### src/rtl/fpe_pkg.sv
// Shared widths and loader state encoding for the FPE feature path.
package fpe_pkg;
  localparam int FPE_VEC_W = 256;
  localparam int FPE_IN_W  = 32;
  localparam int FPE_CNT_W = 16;

  typedef enum logic [1:0] {
    LD_FILL = 2'd0,
    LD_FULL = 2'd1,
    LD_DROP = 2'd2
  } ld_state_e;

  // Counter width that stays legal when only one value is needed.
  function automatic int cnt_bits(input int n);
    return (n > 1) ? $clog2(n) : 1;
  endfunction
endpackage

### src/rtl/feature_beat_packer.sv
// Assembly register for one feature vector: per-lane write enables driven by beat_cnt.
// Lanes are cleared whenever the vector is taken, so unfilled upper lanes read as zero.
module feature_beat_packer
  import fpe_pkg::*;
#(
  parameter int IN_W  = FPE_IN_W,
  parameter int VEC_W = FPE_VEC_W,
  parameter int BEATS = VEC_W / IN_W,
  parameter int BC_W  = cnt_bits(BEATS)
) (
  input  logic             clk,
  input  logic             rst_n,
  input  logic             clr,
  input  logic             we,
  input  logic             done,
  input  logic             take,
  input  logic [IN_W-1:0]  data,
  output logic [VEC_W-1:0] vec,
  output logic             last_beat
);
  logic [BC_W-1:0]                beat_cnt;
  logic [BEATS-1:0]               lane_we;
  logic [BEATS-1:0][IN_W-1:0]     vec_l;

  assign last_beat = (beat_cnt == BC_W'(BEATS - 1));
  assign vec       = vec_l;

  for (genvar j = 0; j < BEATS; j++) begin : g_lane
    logic [IN_W-1:0] lane_q;
    assign lane_we[j] = we & (beat_cnt == BC_W'(j));
    // Bypass the current beat so a completing vector can move out in the same edge.
    assign vec_l[j]   = lane_we[j] ? data : lane_q;
    always_ff @(posedge clk or negedge rst_n) begin
      if (!rst_n)             lane_q <= '0;
      else if (clr | take)    lane_q <= '0;
      else if (lane_we[j])    lane_q <= data;
    end
  end

  always_ff @(posedge clk or negedge rst_n) begin
    if (!rst_n)           beat_cnt <= '0;
    else if (clr | done)  beat_cnt <= '0;
    else if (we)          beat_cnt <= beat_cnt + 1'b1;
  end
endmodule

### src/rtl/feature_vector_loader.sv
// Packs IN_W beats into VEC_W feature vectors and strobes them into regfile reg0.
// One assembling vector plus one pending vector keep the input streaming while the FPE is busy.
module feature_vector_loader
  import fpe_pkg::*;
#(
  parameter int IN_W  = FPE_IN_W,
  parameter int VEC_W = FPE_VEC_W,
  parameter int CNT_W = FPE_CNT_W
) (
  input  logic             clk,
  input  logic             rst_n,
  input  logic             flush,
  input  logic [IN_W-1:0]  s_data,
  input  logic             s_valid,
  input  logic             s_last,
  output logic             s_ready,
  input  logic             fpe_ready,
  output logic [VEC_W-1:0] wrf0_data,
  output logic             wrf0_data_v,
  output logic             err_short,
  output logic             err_long,
  output logic [CNT_W-1:0] feat_cnt
);
  localparam int BEATS = VEC_W / IN_W;
  localparam bit MULTI = (BEATS > 1);

  ld_state_e        state, nxt;
  logic             held, held_n;
  logic             pend_v;
  logic [VEC_W-1:0] pend_q, vec;
  logic             acc, issue, slot_free, last_beat;
  logic             we, done, take, load, es_n, el_n;

  assign s_ready   = (state == LD_FILL) | (state == LD_DROP);
  assign acc       = s_valid & s_ready;
  assign issue     = pend_v & fpe_ready & ~wrf0_data_v & ~flush;
  assign slot_free = ~pend_v | issue;

  feature_beat_packer #(.IN_W(IN_W), .VEC_W(VEC_W), .BEATS(BEATS)) u_pack (
    .clk, .rst_n,
    .clr(flush), .we, .done, .take,
    .data(s_data), .vec, .last_beat
  );

  always_comb begin
    nxt    = state;
    held_n = held;
    we     = 1'b0;
    done   = 1'b0;
    take   = 1'b0;
    load   = 1'b0;
    es_n   = 1'b0;
    el_n   = 1'b0;
    case (state)
      LD_FILL: begin
        we = acc;
        if (acc & (s_last | last_beat)) begin
          done = 1'b1;
          es_n = s_last & ~last_beat;
          el_n = MULTI & last_beat & ~s_last;
          if (slot_free) begin
            take   = 1'b1;
            load   = 1'b1;
            held_n = 1'b0;
          end else begin
            held_n = 1'b1;
          end
          if (el_n)           nxt = LD_DROP;
          else if (!slot_free) nxt = LD_FULL;
        end
      end
      LD_FULL: begin
        if (slot_free) begin
          take   = 1'b1;
          load   = 1'b1;
          held_n = 1'b0;
          nxt    = LD_FILL;
        end
      end
      LD_DROP: begin
        // Overlong tail is discarded; a held vector may still drain to pend meanwhile.
        if (held & slot_free) begin
          take   = 1'b1;
          load   = 1'b1;
          held_n = 1'b0;
        end
        if (acc & s_last) nxt = held_n ? LD_FULL : LD_FILL;
      end
      default: nxt = LD_FILL;
    endcase
  end

  always_ff @(posedge clk or negedge rst_n) begin
    if (!rst_n) begin
      state <= LD_FILL;
      held  <= 1'b0;
    end else if (flush) begin
      state <= LD_FILL;
      held  <= 1'b0;
    end else begin
      state <= nxt;
      held  <= held_n;
    end
  end

  always_ff @(posedge clk or negedge rst_n) begin
    if (!rst_n) begin
      pend_v    <= 1'b0;
      pend_q    <= '0;
      err_short <= 1'b0;
      err_long  <= 1'b0;
      feat_cnt  <= '0;
    end else if (flush) begin
      pend_v    <= 1'b0;
      err_short <= 1'b0;
      err_long  <= 1'b0;
      feat_cnt  <= '0;
    end else begin
      if (load)       pend_q <= vec;
      if (load)       pend_v <= 1'b1;
      else if (issue) pend_v <= 1'b0;
      err_short <= es_n;
      err_long  <= el_n;
      if (issue) feat_cnt <= feat_cnt + 1'b1;
    end
  end

  // Output register survives flush so an in-flight strobe completes with its data.
  always_ff @(posedge clk or negedge rst_n) begin
    if (!rst_n) begin
      wrf0_data   <= '0;
      wrf0_data_v <= 1'b0;
    end else begin
      if (issue) wrf0_data <= pend_q;
      wrf0_data_v <= issue;
    end
  end
endmodule

### config.mk
export PLATFORM = sky130hd
export DESIGN_NAME = feature_vector_loader
export DESIGN_NICKNAME = d
export VERILOG_FILES = /design/src/rtl/fpe_pkg.sv /design/src/rtl/feature_beat_packer.sv /design/src/rtl/feature_vector_loader.sv
export SDC_FILE = /design/constraint.sdc
export NUM_CORES = 1
export LEC_CHECK = 0
export ABC_AREA = 1
export BUFFER_PORTS_ARGS = -buffer_cell sky130_fd_sc_hd__buf_4
export CAP_MARGIN = 20
export CORE_ASPECT_RATIO = 1.1
export CORE_MARGIN = 5
export CORE_UTILIZATION = 53
export DETAILED_ROUTE_END_ITERATION = 12
export PLACE_DENSITY = 0.73
export SLEW_MARGIN = 20
export SYNTH_ARGS = -nofsm -noshare
export SYNTH_HDL_FRONTEND = slang
export SYNTH_SLANG_ARGS = --single-unit
export TNS_END_PERCENT = 100
### constraint.sdc
create_clock -name clk -period 2.1 [get_ports clk]
set_clock_uncertainty 0.1 [all_clocks]
set_input_delay 0.315 -clock clk [delete_from_list [all_inputs] [get_ports clk]]
set_output_delay 0.315 -clock clk [all_outputs]
set_load 0.02 [all_outputs]
==> Word level (Yosys, flattened, before mapping) <==
Index checks and enable logic that the tools add are counted.
W data, S select, Z words.
{ "totals": {"register_bits": 794, "latch_bits": 0, "elab_cells": 120, "mem_count": 0, "output_inout_bits": 276, "input_bits": 38, "ram_bits": 0, "romBits": 0} }
{ "classes": {"shift": 0, "n_addsub": 2, "n_bitwise": 27, "mul": 0, "n_eq_ne": 13, "n_lt_le_gt_ge": 0, "div": 0, "muxes": 51, "reduce_logical": 9} }
{ "ops": {"columns": ["cell", "count"], "rows": [
  ["$mux W32", 16],
  ["$mux W16", 2],
  ["$mux W1", 22],
  ["$and A1 B1 Y1", 17],
  ["$add A16 B1 Y16 const B", 1],
  ["$eq A3 B3 Y1 const B", 4],
  ["$mux W2", 6],
  ["$eq A3 B2 Y1 const B", 2],
  ["$mux W3", 2],
  ["$ne A3 B2 Y1 const B", 2],
  ["$pmux W1 S3", 2],
  ["$pmux W2 S3", 1],
  ["$not A1 Y1", 5],
  ["$or A1 B1 Y1", 5],
  ["$ne A4 B3 Y1 const B", 1],
  ["$reduce_and A4 Y1", 1],
  ["$reduce_bool A2 Y1", 2],
  ["$reduce_bool A4 Y1", 1],
  ["$add A3 B1 Y3 const B", 1],
  ["$eq A3 B1 Y1 const B", 1],
  ["$logic_not A3 Y1", 1],
  ["$ne A3 B3 Y1 const B", 1],
  ["$reduce_and A3 Y1", 1],
  ["$reduce_bool A3 Y1", 1],
  ["other kinds (4)", 4]
]} }

==> Logic depth before layout (Yosys ltp) <==
Gate-level depths: netlist of run 1.
{ "logic_depth": {"word_depth": 11, "depth_mapped": 12, "ltp_nobuf": 11} }

==> By module <==
From an unflattened synthesis of run 1, not the netlist that was laid out.
{ "hier_totals": {"cells_unflattened": 4322, "hier_area_um2": 34674.5} }
{ "by_module_without_submodules": {"columns": ["module", "cells_each", "area_per_inst_um2", "seq_area_each_um2", "instances"], "rows": [
  ["feature_vector_loader", 2421, 21533.2, 13387.8, 1],
  ["feature_beat_packer", 1901, 13141.4, 6481.2, 1]
]} }

==> Worst setup path before layout of run 1 <==
No wires, ideal clock.
{ "synth_timing": {"kind": "flip-flop to flip-flop", "from": "register u_pack.beat_cnt[0]", "to": "register pend_q[100]", "setup_time_ns": 0.066, "path_slack_ns": 0.040, "period_less_slack_ns": 2.060, "path_buffers": 2, "arrival_ns": 1.894, "path_stages_with_launch": 12, "path_cell_list": "dfrtp_1 ha_1 ha_1 inv_1 nand2_1 nand2_1 nand3_1 nand4_1 clkbuf_1 clkbuf_1 nand2_1 nand2_1"} }
{ "synth_via": {"elab_chain_len": 6, "elab_cells_between_ends": 9, "classes_between": "eq/ne: 2; mux: 3; bitwise: 3; reduce/logical: 1"} }
{ "synth_lines": {"columns": ["element", "line_no", "text"], "rows": [
  ["start: declaration", "feature_beat_packer.sv:21", "logic [BC_W-1:0] beat_cnt;"],
  ["start signal: assignment", "feature_beat_packer.sv:43", "else if (we) beat_cnt <= beat_cnt + 1'b1;"],
  ["$eq A3 B3 Y1", "feature_beat_packer.sv:25", "assign last_beat = (beat_cnt == BC_W'(BEATS - 1));"],
  ["$or A1 B1 Y1", "feature_vector_loader.sv:57", "if (acc & (s_last | last_beat)) begin"],
  ["$and A1 B1 Y1", "feature_vector_loader.sv:57", null],
  ["$mux W1", "feature_vector_loader.sv:57", null],
  ["$pmux W1 S3", "feature_vector_loader.sv:54", "case (state)"],
  ["$reduce_and A2 Y1 (no source line)", null, null],
  ["end signal: assignment", "feature_vector_loader.sv:119", "if (load) pend_q <= vec;"],
  ["end: declaration", "feature_vector_loader.sv:30", "logic [VEC_W-1:0] pend_q, vec;"]
]} }
Parallel ways exist; a longest one is shown, timed or not.
A chain may end at the register's enable or synchronous reset.

==> Final worst setup path of run 1 <==
{ "layout_timing": {"from": "register state[0]", "to": "register pend_q[218]"} }
{ "layout_via": {"elab_chain_len": 7, "elab_cells_between_ends": 12, "classes_between": "eq/ne: 2; mux: 4; bitwise: 4; reduce/logical: 2"} }
{ "layout_lines": {"columns": ["element", "line_no", "text"], "rows": [
  ["start: declaration", "feature_vector_loader.sv:27", "ld_state_e state, nxt;"],
  ["start signal: assignment", "feature_vector_loader.sv:101", "state <= nxt;"],
  ["$eq A2 B2 Y1 or $logic_not A2 Y1 (tied branches)", "feature_vector_loader.sv:34, feature_vector_loader.sv:54", null],
  ["$or A1 B1 Y1", "feature_vector_loader.sv:34", "assign s_ready = (state == LD_FILL) | (state == LD_DROP);"],
  ["$and A1 B1 Y1", "feature_vector_loader.sv:35", "assign acc = s_valid & s_ready;"],
  ["$and A1 B1 Y1", "feature_vector_loader.sv:57", null],
  ["$mux W1", "feature_vector_loader.sv:57", null],
  ["$pmux W1 S3", "feature_vector_loader.sv:54", null],
  ["$reduce_and A2 Y1 (no source line)", null, null]
]} }
Parallel ways exist; a longest one is shown, timed or not.

==> results of run 1 <==
## sequential cells by signal, summed over array words and instances, names as in the netlist
signal,cells
pend_q,256
u_pack.g_lane.lane_q,256
wrf0_data,256
feat_cnt,16
u_pack.beat_cnt,3
state,2
err_long,1
err_short,1
held,1
pend_v,1
wrf0_data_v,1
## final cells by class
cell class,instances,area [sq um],area share
sequential,794,19900,0.487
multi-input combinational,2478,10900,0.267
timing repair buffer,515,5270,0.129
clock buffer,103,2150,0.0526
inverter,291,1110,0.0271
tap,824,1030,0.0253
clock inverter,37,478,0.0117
antenna,2,5.00,0.000123
## where the power goes
group	leakage (uW)	internal [uW]	switching, uW
clock	0.00129	8360	6100
sequential	0.0110	16700	843
combinational	0.00938	3960	6250
## through the flow
stage	hold WS [ns]	power (uW)	worst slack [ns]	area (sq um)	std cells
after global routing	0.0425	43900	-0.0681	40800	5042
after detailed placement	0.166	26300	-0.0368	36700	4833
after global placement	0.164	26200	0.0292	36700	4833
after floorplan	-0.0806	22100	0.0404	32400	3782
final	0.0563	42200	0.0201	40800	5044
after CTS	0.00541	41100	0.000233	39800	5012
## cells in the final DEF (no fill, tap or decap), drive strengths merged, types with 33 or more instances in the layout
master / synthesis / final
nor2: 289 / 289
nand2: 1606 / 1606
nand3: 148 / 148
clkbuf: 136 / 120
nand3b: 128 / 128
dlygate4sd3: 0 / 33
inv: 291 / 295
o21ai: 269 / 269
buf: 83 / 465
dfrtp: 794 / 794
## repair_timing
action                                  CTS  global route
endpoints found under the hold margin   322             0
hold buffers                             33             0
buffers inserted                          4            11
cloned                                    2            23
endpoints found under the setup margin  176           430
gates resized for setup                  10           149
pin swaps                                 1            53
## worst max-delay path: stages (launching register included)
cell and delay [ns]:
dfrtp_1 0.36, inv_2 0.06, ha_4 0.15, nand2_1 0.09, buf_4 0.19, nor2_4 0.06
buf_12 0.12, buf_12 0.13, clkbuf_16 0.16, o21ai_0 0.27, nand3b_1 0.18, nand2_1 0.08
## cell families (layout without fill, tap and decap cells)
family / Yosys count / count (layout) / share of synthesized area
fa+ha+maj: 11 / 11 / 0.00425
buf+inv: 510 / 946 / 0.0624
compound gates: 279 / 279 / 0.0434
simple gates: 2186 / 2186 / 0.276
other cells: 0 / 2 / 0
flops: 794 / 794 / 0.614
xor+xnor: 2 / 2 / 0.000541
## routing by layer
metal / routed length (um) / vias up / global-route usage
met2: 44500 / 980 / 0.426
met3: 7000 / 194 / 0.0467
li1: - / 12400 / -
met4: 3780 / 2 / 0.100
met1: 40000 / 12800 / 0.399
met5: 11 / - / 0
## worst paths after layout
| kind | end | cells after the start | slack, ns | from |
|---|---|---|---|---|
| min in group asynchronous | feat_cnt[11]$_DFFE_PN0P_ | 2 | 0.13 | rst_n |
| max reg2reg | pend_q[218]$_DFFE_PN0P_ | 11 | 0.02 | state[0]$_DFFE_PN0P_ |
| min reg2reg | wrf0_data[42]$_DFFE_PN0P_ | 2 | 0.35 | pend_q[42]$_DFFE_PN0P_ |
| max | pend_q[218]$_DFFE_PN0P_ | 11 | 0.02 | state[0]$_DFFE_PN0P_ |
| min | u_pack.g_lane[7].lane_q[1]$_DFF_PN0_ | 3 | 0.06 | s_data[1] |
| max in group asynchronous | wrf0_data[139]$_DFFE_PN0P_ | 3 | 0.92 | rst_n |
==> reports/qor.yml, run 1 <==
power_density_nw_per_um2: 1030
ios: 314
path_class: "reg2reg"
ys_ff_latch: 794
drt_first_pass_iters: 6
viasPerCell: 5.24
status: "finished, final reports clean"
max-cap-violations: 0
ys_warn_count: 0
cts_tree: "yes"
grt_use_total: 0.276
numClockSinks: 794
maxSlewHeadroom: 0.460
synth_ff_type: "dfrtp_1"
antenna_found_initial: 1
p_leak_uw: 0.0217
gp_congestion: 0.834
wl_per_cell_um: 18.9
initial_utilization: 0.532
hold_class: "in2reg"
grt_pass1_wl_um: 145000
worstSkewPairLatency_ns: 0.64
clkTransAtPathRegs_ns: 0.07
utilization: 0.671
layout-drive-gt1-share: 0.165
rsz0062_at_grt: "yes"
synth.net_count: 3831
hold_viol_final: 0
drt_iter0_drc: 2587
avgSynthCellArea_sq_um: 8.56
grt-ovfl-total: 0
synth.top_cell.area_share: 0.614
fmax_mhz: 481
die_h_um: 269
nFillCells: 4828
end_kind: "flip-flop"
report.final.slew_viol_count: 0
ant_nets: 0
cts-root-buf: "clkbuf_16"
ys_seq_area_frac: 0.614
worstSetupStartpointType: "flip-flop"
htree_levels: 3
arrival_ns: 2.49
tightest_slew_ns: 0.809
layout_min_cycle_time_ns: 2.08
fin_setup_tns_ns: 0
cts_buffers: 78
die_x_um: 246
worstPathRequired_ns: 2.51
vias: 26400
synthesis.area_sq_um: 32400
synth_async_sr_flop_share: 1.00
ys_types: 25
synthTopCellsByArea: "dfrtp_1, nand2_1, o21ai_0"
grt_max_degree: 139
synth_edf_count: 0
synth_top_area_cell: "dfrtp_1"
ir_worst_vdd_v: 0.000641
syn_to_final_growth_pct: 26.1
dieArea_sq_um: 66100
wl_um: 95300
grt_pass1_vias: 25200
core.rowCount: 95
clock_path_buffers: 3
coreArea_sq_um: 60900
synth.most_common_cell: "nand2_1"
setup_viol: 0
layout.nets: 4207
drc_errors: 0
synthTopCellsByCount: "nand2_1, dfrtp_1, inv_1"
critPathMaxFanout: 8
syn_inst: 3782
io_buffer_count: 313
hpwlAfterDp_um: 58900
fin_crit_sh: 0.990
Power figures use the tool's default switching activity.
==> run 2, diff against run 1 <==
- CORE_UTILIZATION: 53 -> 59
- PLACE_DENSITY: 0.73 -> 0.78
- clock period: 2.1 -> 2.15 ns (I/O delays scaled with it)
==> reports/qor.yml, run 2 (synthesized netlist as in run 1, its figures left out) <==
p_leak_uw: 0.0216  # -0.55%
critPathMaxFanout: 21  # +13
grt_use_total: 0.300  # +0.0239
path_buf_inv: 4  # -1
initial_utilization: 0.593  # +0.0608
violations: "hold timing, setup timing"
viasPerCell: 5.47  # +4.5%
ant_nets: 0  # unchanged
hold_viol_final: 1  # +1
rsz0062_at_grt: "yes"
timing.hold.ws_ns: -0.00136  # -0.0576 ns
clock_path_buffers: 3  # unchanged
place_area_sq_um: 36300  # -1.2%
grt-ovfl-total: 0  # unchanged
p_total_uw: 40200  # -4.7%
grt_pass1_vias: 25000  # -0.78%
io_buffer_count: 313  # unchanged
preCtsSetupSlack_ns: -0.0997  # -0.0630 ns
drc_errors: 0  # unchanged
cts_buffers: 76  # -2.6%
cp_common_cell: "nand2_1"
setup_viol: 1  # +1
dieArea_sq_um: 59600  # -9.8%
hold_class: "in2reg"
ios: 314  # unchanged
worstPathRequired_ns: 2.55  # +0.04 ns
cts-root-buf: "clkbuf_16"
fmax_mhz: 459  # -4.6%
coreArea_sq_um: 54600  # -10%
die_h_um: 256  # -5.0%
grt_max_degree: 125  # -10%
tightest_slew_ns: 0.672  # -0.137 ns
power_density_nw_per_um2: 1000  # -3.1%
layout_common_cells: "nand2_1, dfrtp_1, buf_4, inv_1, nor2_1"
grt_pass1_wl_um: 141000  # -2.5%
drt_first_pass_iters: 7  # +1
status: "complete, but fails checks"
arrival_ns: 2.58  # +0.09 ns
syn_to_final_growth_pct: 24.0
drt_iter0_drc: 3422  # +32%
vias: 27000  # +2.1%
antenna_found_initial: 0  # -1
ir_worst_vdd_v: 0.000632  # -1.5%
final_common_cell: "nand2_1"
path_class: "reg2reg"
stdcell_area_sq_um: 40100  # -1.7%
core.rowCount: 90  # -5.3%
crit_chain: "inv_1, ha_1, nand2_1, buf_4, nor2_4, buf_12, clkbuf_16, nand2_1, o21ai_0, nand3b_1, nand2_1"
layout-drive-gt1-share: 0.143  # -0.0214
max_stage_delay_ns: 0.37  # about the same
end_kind: "flip-flop"
hpwlAfterDp_um: 56800  # -3.5%
max-cap-violations: 0  # unchanged
rrSetupSlack_ns: -0.03  # -0.05 ns
gp_congestion: 0.868  # +4.0%
cts_tree: "yes"
die_x_um: 233  # -5.0%
wl_um: 96600  # +1.4%
slowest_stage: "dfrtp_1"
maxSlewHeadroom: 0.551  # +0.0908
worstSkewPairLatency_ns: 0.62  # -0.02 ns
reg_top3: "pend_q: 256 flops, u_pack.g_lane.lane_q: 256 flops, wrf0_data: 256 flops"
fin_crit_sh: 1.01  # +0.0232
wl_per_cell_um: 19.6  # +3.7%
clkTransAtPathRegs_ns: 0.07  # about the same
htree_levels: 3  # unchanged
worstSetupStartpointType: "flip-flop"
cp_top_family: "simple AND/OR/NAND/NOR gates"
multi_input_area_sq_um: 10600  # -2.8%
report.final.slew_viol_count: 0  # unchanged
layout_min_cycle_time_ns: 2.18  # +0.0994 ns
regArea_sq_um: 19900  # unchanged
layout.nets: 4186  # -0.50%
fin_ws_ns: -0.0294  # -0.0494 ns
numClockSinks: 794  # unchanged
nFillCells: 3881  # -20%
==> run 2: cell types whose count changed in the layout (fill, tap and decap cells not counted), sizes merged <==
cell / previous run / this run
clkinv: 21 / 10
clkinvlp: 3 / 1
bufinv: 9 / 4
buf: 465 / 438
inv: 295 / 292
dlygate4sd3: 33 / 32
clkbuf: 120 / 142
==> run 2: path summary, 6_finish.rpt <==
path	cells after the start	end	startpoint
worst max-delay path	11	pend_q[154]$_DFFE_PN0P_	state[1]$_DFFE_PN0P_
worst min-delay path	3	u_pack.g_lane[3].lane_q[5]$_DFF_PN0_	s_data[5]
worst max register to register	11	pend_q[154]$_DFFE_PN0P_	state[1]$_DFFE_PN0P_
worst min register to register	2	wrf0_data[39]$_DFFE_PN0P_	pend_q[39]$_DFFE_PN0P_
max in group asynchronous	3	wrf0_data[37]$_DFFE_PN0P_	rst_n
min in group asynchronous	2	u_pack.g_lane[0].lane_q[9]$_DFF_PN0_	rst_n
==> run 2: per-stage QoR <==
| step | utilization | hold WS, ns | instances | setup TNS (ns) |
|---|---|---|---|---|
| 2_1_floorplan | - | -0.0731 | 3782 | 0 |
| 3_3_place_gp | 0.665 | 0.125 | 4717 | -3.58 |
| 3_5_place_dp | 0.665 | 0.127 | 4717 | -10.23 |
| 4_1_cts | 0.717 | 0.000842 | 4884 | -0.00534 |
| 5_1_grt | 0.735 | 0.000766 | 4927 | -1.22 |
| 6_report | 0.735 | -0.00136 | 4929 | -0.0294 |
==> run 2: final cells by class <==
type,instances,area share
Clock inverter,16,0.00464
Tap cell,736,0.0229
Inverter,291,0.0276
Clock buffer,116,0.0567
Timing Repair Buffer,496,0.129
Antenna cell,2,0.000125
Multi-Input combinational cell,2478,0.264
Sequential cell,794,0.495
==> run 2: what timing repair did <==
| item | in CTS | in global routing |
|---|---|---|
| endpoints found under the setup margin | 199 | 502 |
| cloned | 1 | 35 |
| hold buffers | 32 | 0 |
| resized for setup | 6 | 76 |
| buffers inserted | 2 | 8 |
| hold endpoints to repair | 593 | 0 |
| pin swaps | 1 | 3 |
==> run 2: metal layers <==
metal	share of wire	global-route usage	vias up
met5	0	0	-
met4	0.043	0.114	0
met3	0.091	0.0564	204
met2	0.47	0.461	1210
met1	0.39	0.431	13200
li1	-	-	12400
==> run 2: worst reg2reg max path: cells and delay by family (launching register included) <==
kind | cells | cell delay (ns)
AND/OR/NAND/NOR | 5 | 0.67
buffers and inverters | 4 | 0.59
flip-flops | 1 | 0.37
adder cells (fa/ha/maj) | 1 | 0.18
AO/OA/AOI/OAI | 1 | 0.15
==> run 2: power breakdown <==
group / total [uW] / internal [uW] / switching, uW
registers: 17200 / 16300 / 870
logic: 9680 / 3610 / 6080
clock network: 13400 / 7760 / 5620
